File: src/rtl/operand_fetch.sv
// Operand fetch: R stage (RF read in flight) feeding O stage (output register).
// Optional writeback bypass when OPF_BYPASS_EN is defined.
module operand_fetch #(
  parameter int WIDTH = 32,
  parameter int TAG_W = 6,
  parameter int SQN_W = 7
) (
  input  logic                        clk,
  input  logic                        rst,
  input  logic                        in_valid,
  input  logic [TAG_W-1:0]            in_tagA,
  input  logic [TAG_W-1:0]            in_tagB,
  input  logic                        in_immB,
  input  logic [WIDTH-1:0]            in_imm,
  input  logic [SQN_W-1:0]            in_sqn,
  output logic                        in_ready,
  output logic [TAG_W-1:0]            rf_raddrA,
  output logic [TAG_W-1:0]            rf_raddrB,
  input  logic [WIDTH-1:0]            rf_rdataA,
  input  logic [WIDTH-1:0]            rf_rdataB,
  input  logic [2:0]                  wb_valid,
  input  logic [2:0][TAG_W-1:0]       wb_tag,
  input  logic [2:0][WIDTH-1:0]       wb_data,
  input  logic                        flush,
  output logic                        out_valid,
  output logic [WIDTH-1:0]            out_opA,
  output logic [WIDTH-1:0]            out_opB,
  output logic [SQN_W-1:0]            out_sqn,
  input  logic                        out_ready
);

  logic             r_rv;
  logic [TAG_W-1:0] r_tagA;
  logic [TAG_W-1:0] r_tagB;
  logic             r_immB;
  logic [WIDTH-1:0] r_imm;
  logic [SQN_W-1:0] r_sqn;
  logic             r_bvA;
  logic             r_bvB;
  logic [WIDTH-1:0] r_bA;
  logic [WIDTH-1:0] r_bB;
  logic             r_ov;
  logic [WIDTH-1:0] r_opA;
  logic [WIDTH-1:0] r_opB;
  logic [SQN_W-1:0] r_osqn;

  logic             w_o_adv;
  logic             w_r_adv;
  logic             w_acc;
  logic             w_hitA;
  logic             w_hitB;
  logic [WIDTH-1:0] w_bypA;
  logic [WIDTH-1:0] w_bypB;
  logic [WIDTH-1:0] w_opA;
  logic [WIDTH-1:0] w_opB;

  assign w_o_adv  = !r_ov || out_ready;
  assign w_r_adv  = !r_rv || w_o_adv;
  assign in_ready = rst && w_r_adv && !flush;
  assign w_acc    = in_valid && in_ready;

  // A stalled uop keeps re-reading its own tags.
  assign rf_raddrA = (r_rv && !w_r_adv) ? r_tagA : in_tagA;
  assign rf_raddrB = (r_rv && !w_r_adv) ? r_tagB : in_tagB;

`ifdef OPF_BYPASS_EN
  // Scan high to low so the lowest port index wins.
  always_comb begin
    w_hitA = 1'b0;
    w_hitB = 1'b0;
    w_bypA = '0;
    w_bypB = '0;
    for (int i = 2; i >= 0; i--) begin
      if (wb_valid[i] && wb_tag[i] == rf_raddrA
          && rf_raddrA != '0) begin
        w_hitA = 1'b1;
        w_bypA = wb_data[i];
      end
      if (wb_valid[i] && wb_tag[i] == rf_raddrB
          && rf_raddrB != '0) begin
        w_hitB = 1'b1;
        w_bypB = wb_data[i];
      end
    end
  end
`else
  logic w_unused_wb;
  assign w_unused_wb = ^{wb_valid, wb_tag, wb_data};
  assign w_hitA = 1'b0;
  assign w_hitB = 1'b0;
  assign w_bypA = '0;
  assign w_bypB = '0;
`endif

  always_ff @(posedge clk or negedge rst) begin
    if (!rst) begin
      r_rv   <= 1'b0;
      r_tagA <= '0;
      r_tagB <= '0;
      r_immB <= 1'b0;
      r_imm  <= '0;
      r_sqn  <= '0;
      r_bvA  <= 1'b0;
      r_bvB  <= 1'b0;
      r_bA   <= '0;
      r_bB   <= '0;
    end else if (flush) begin
      r_rv  <= 1'b0;
      r_bvA <= 1'b0;
      r_bvB <= 1'b0;
    end else if (w_r_adv) begin
      r_rv  <= w_acc;
      r_bvA <= w_acc && w_hitA;
      r_bvB <= w_acc && w_hitB;
      r_bA  <= w_bypA;
      r_bB  <= w_bypB;
      if (w_acc) begin
        r_tagA <= in_tagA;
        r_tagB <= in_tagB;
        r_immB <= in_immB;
        r_imm  <= in_imm;
        r_sqn  <= in_sqn;
      end
    end else begin
      if (w_hitA) begin
        r_bvA <= 1'b1;
        r_bA  <= w_bypA;
      end
      if (w_hitB) begin
        r_bvB <= 1'b1;
        r_bB  <= w_bypB;
      end
    end
  end

  assign w_opA = (r_tagA == '0) ? '0
               : r_bvA ? r_bA : rf_rdataA;
  assign w_opB = r_immB ? r_imm
               : (r_tagB == '0) ? '0
               : r_bvB ? r_bB : rf_rdataB;

  always_ff @(posedge clk or negedge rst) begin
    if (!rst) begin
      r_ov   <= 1'b0;
      r_opA  <= '0;
      r_opB  <= '0;
      r_osqn <= '0;
    end else if (flush) begin
      r_ov <= 1'b0;
    end else if (w_o_adv) begin
      r_ov <= r_rv;
      if (r_rv) begin
        r_opA  <= w_opA;
        r_opB  <= w_opB;
        r_osqn <= r_sqn;
      end
    end
  end

  assign out_valid = r_ov;
  assign out_opA   = r_opA;
  assign out_opB   = r_opB;
  assign out_sqn   = r_osqn;

endmodule
File: config.mk
export PLATFORM = sky130hd
export DESIGN_NAME = operand_fetch
export DESIGN_NICKNAME = d
export VERILOG_FILES = /design/src/rtl/operand_fetch.sv
export SDC_FILE = /design/constraint.sdc
export NUM_CORES = 1
export LEC_CHECK = 0
export BUFFER_PORTS_ARGS = -buffer_cell sky130_fd_sc_hd__buf_2
export CORE_AREA = 2 2 124 126
export DETAILED_ROUTE_END_ITERATION = 12
export DIE_AREA = 0 0 126 128
export PLACE_DENSITY_LB_ADDON = 0.08
export SLEW_MARGIN = 20
export SYNTH_ARGS = -nofsm -noshare
export SYNTH_HDL_FRONTEND = slang
export SYNTH_SLANG_ARGS = --single-unit
export TNS_END_PERCENT = 5
File: constraint.sdc
create_clock -name clk -period 2.6 [get_ports clk]
set_input_delay 0 -clock clk [delete_from_list [all_inputs] [get_ports clk]]
set_output_delay 0 -clock clk [all_outputs]
set_load 0.005 [all_outputs]
Word level (Yosys, flattened, before mapping) --
Index checks and enable logic that the tools add are counted. W data, S select, Z words.
Operators by class: muxes and demuxes 13, bitwise operators 1, reductions and logical operators 16
Operator list (number):
- $mux W32 | 5
- $logic_not A6 Y1 | 2
- $mux W6 | 2
- $mux W1 | 6
- $reduce_and A3 Y1 | 2
- $logic_and A1 B1 Y1 | 4
- $logic_not A1 Y1 | 4
- $reduce_bool A2 Y1 | 2
- $logic_or A1 B1 Y1 | 2
- $not A1 Y1 | 1
Storage, ports and cells: register bits after elaboration 126, input bits 238, output and inout port bits 85, word-level logic and storage cells 41

Logic depth before layout (Yosys ltp) --
depth after elaboration 8, mapped depth 5, mapped depth without buffers 3

Worst setup path before layout --
No wires, ideal clock.
path type register -> register, from register r_tagA[3], to register r_opA[10], in the netlist out_opA[10], setup time 121 ps, data arrival time 1361 ps, data required time 2479 ps, setup slack 1118 ps, cell stages (with the launch flop) 5, buffers on the path 1, clock period less this slack 1482 ps, cell sequence dfrtp_1 or4_4 nor3_4 buf_6 o2bb2ai_1
Between the ends: cells in the longest elaborated chain, start to end 2
Ends and longest elaborated chain:
- start, declared | line 33 | logic [TAG_W-1:0] r_tagA;
- start signal, assigned | line 118 | r_tagA <= in_tagA;
- $logic_not A6 Y1 | line 136 | assign w_opA = (r_tagA == '0) ? '0
- $mux W32 | line 136
- end signal, assigned | line 153 | r_opA <= w_opA;
- end, declared | line 43 | logic [WIDTH-1:0] r_opA;
Every way passes these cells. A chain may end at the register's enable or synchronous reset.

Final worst setup path --
from register r_rv, to register r_opB[4], in the netlist out_opB[4]
Between the ends: cells in the longest elaborated chain, start to end 1
Ends and longest elaborated chain:
- start, declared | line 32 | logic r_rv;
- start signal, assigned | line 112 | r_rv <= w_acc;
- $reduce_and A3 Y1 (no line)
- end signal, assigned | line 154 | r_opB <= w_opB;
- end, declared | line 44 | logic [WIDTH-1:0] r_opB;
Every way passes these cells.

==> metrics.txt <==
post-place setup slack 0.641 ns; vias per inst 5.05; n_diodes 0; Internal 4.86 mW; final WL 16.6 mm; Post-Syn Area per Cell between 10 and 15 um^2; Worst Setup End Kind flop; I/O pin count 323; M2 GR Usage approximately a third; CTS tree built; met1 Use GR 26.6%; clock buffer depth 2; vias in the first global route roughly 5200; Synth Cell Area 5780 um^2; Yosys reg bits ~130; Worst Path Required 2.87 ns; Layout Skew between 0.01 and 0.015 ns; fin worst setup slack around 0.63 ns; Post-synth top flop dfrtp_1; min-delay worst type in2reg; VDD IR max 0.000607 V; placed insts 840; Bufs and invs on worst path 2; gr ovfl total 0; Worst path top cell family by delay buffers and inverters; DR pass1 iterations 4; post-synthesis sequential area ratio 54.1%; antenna violations before repair 0; static leakage power 4.03 nW; PD cells about 750 nW/um^2; grt met3 use 4.88%; Clk network pwr share 36.9%; die area between 15000 and 20000 um^2; Net Count, Synth 717; crit path from r_rv; vias post-DR 5004; area growth from synthesis to layout 50.9%; Comb pwr share ~22%; CP max stage cell buf_4; Synth cell types 26; Cells after Synth 479; Worst Hold Launch rf_rdataB[5]; Setup crit start kind flop; clock tree sinks 125; sw frac 26.1%; Fin. Hold Viols 0; Post CTS Setup Buffer Count 0; Fmax between 500 and 600 MHz; run status complete, no violations; Max-Cap Viols 0; max-slew violations 0; gr busiest metal met2; crit-path cells nor2b_4, buf_4, and2_1, buf_4, a31oi_1; FFs w/ async S/R, synth between 90% and 100%; sw power 1.72 mW; Setup TNS 0 ns; RR Startpoint r_rv; Synth top area share a little over half; Post-synth EDFFs 0; Min Clock Period, post-route 1.97 ns; worst slew pin tran 0.826 ns; Final nets 1027; Iter 0 DRT Violations 277; Rows 45; GRT Util Overall 20.6%; ratio of cells with drive above 1 in the final layout 41.1%; Final GP Congestion 0.751; Worst slew margin between 40 and 50%; largest net degree at the start of global routing 67; PortBufs 205; Sequential Power Share 40.9%; commonest non-fill, non-tap cells in the layout buf_2 (204), dfrtp_1 (124), dlygate4sd3_1 (118); Crit path arrival time 2.24 ns; final setup vio count 0; Core ar. 14900 um^2; commonest non-fill, non-tap cell in the layout buf_2; Synth warnings 0; first-pass GRT wire length 26.4 mm; Most common cell on crit path buf_4; Synth area leader dfrtp_1; Final Cycle Share 75.6%; count of non-filler cells in the finished layout 990; Clock Tree Root clkbuf_16; top cells by area, synth dfrtp_1 (54%), mux2_4 (13%), o2bb2ai_1 (4.5%), mux2_2 (4.3%), nor2b_1 (3.6%); Starting Density 38.9%; Die H around 130 um; crit-path max cell delay 0.59 ns; Worst-Skew Late Latency a little over 0.4 ns; critical path class reg2reg; # DRC 0; RSZ-0062 raised after global routing false; drt wl/cell 16.8 um; CTS buffer count 17; Die Wd approximately 130 um; DPL Wire Length 9.96 mm; Post-DRT Antenna Nets 0; H-tree depth 4; clock transition at the registers of the reported paths 0.06 ns; largest fanout on the critical path 65
## tightest hold or removal path, stage by stage
cell     delay, ns
buf_2         0.10
nor2b_1       0.12
o21ai_1       0.09
a31oi_1       0.09
## synthesized netlist by cell type (2+ instances only)
| library cell | number |
|---|---|
| mux2_2 | 22 |
| mux2_4 | 49 |
| nor2b_1 | 33 |
| dfrtp_1 | 125 |
| buf_6 | 9 |
| clkbuf_1 | 16 |
| a31oi_1 | 32 |
| o2bb2ai_1 | 30 |
| o21ai_0 | 27 |
| o2bb2ai_2 | 2 |
| o21ai_1 | 5 |
| a21oi_1 | 33 |
| buf_2 | 15 |
| nand3_1 | 32 |
| nand2_1 | 33 |
| buf_1 | 5 |
| or4_4 | 2 |
## cells by family after synthesis
family	synth area share, %
AND/OR/NAND/NOR	10.1
AO/OA/AOI/OAI	14.3
flip-flops	54.1
multiplexers	17.0
buffers and inverters	4.48
## timing repair
item / in CTS / in global routing
hold buffers: 118 / 0
endpoints found under the hold margin: 179 / 0
gates resized for setup: 0 / 0
## power by group through the flow
stage	combinational [mW]	sequential (mW)	clock, mW
final	1.47	2.69	2.43
after floorplan	0.742	2.67	0
after global routing	1.61	2.75	2.56
after global placement	1.31	2.70	0
after CTS	1.47	2.69	2.47
after detailed placement	1.33	2.71	0
## routing by layer
metal	part of all wire [%]	vias up
met5	0	-
met4	1.6	0
met2	48	183
li1	-	2354
met3	5.6	21
met1	45	2446
## layout make-up
type / count / area, um^2
timing repair buffer: 336 / 2330
inverter: 1 / 3.75
multi-input combinational: 308 / 2410
fill: 1236 / 6140
tap: 188 / 235
clock inverter: 5 / 75.1
sequential: 125 / 3130
clock buffer: 27 / 543
## registers in the layout, summed over array words and instances (netlist names)
signal and cells:
out_sqn 7, r_imm 32, r_tagB 6, r_rv 1, r_immB 1, r_tagA 6
out_valid 1, r_sqn 7, out_opB 32, out_opA 32
## worst paths after layout
| path | end | slack (ns) | cells past startpoint |
|---|---|---|---|
| setup reg to reg | out_opB[4] | 0.63 | 5 |
| max in group asynchronous | out_opA[12] | 1.51 | 3 |
| hold / removal | out_opB[5] | 0.03 | 4 |
| hold reg to reg | out_opA[4] | 0.48 | 1 |
| min in group asynchronous | r_tagA[4] | 0.32 | 3 |
| setup / recovery | out_opB[4] | 0.63 | 5 |
## metrics by stage
step | instance area, um^2 | power (mW) | hold WS [ns] | utilization, %
6_report | 8730 | 6.58 | 0.0300 | 58.7
3_3_place_gp | 6930 | 4.01 | -0.130 | 46.6
5_1_grt | 8730 | 6.92 | 0.0348 | 58.7
4_1_cts | 8730 | 6.64 | 0.00692 | 58.7
3_5_place_dp | 6930 | 4.04 | -0.126 | 46.6
2_1_floorplan | 5780 | 3.41 | -0.296 | -
Note: power is estimated with default switching activity, not from simulation.
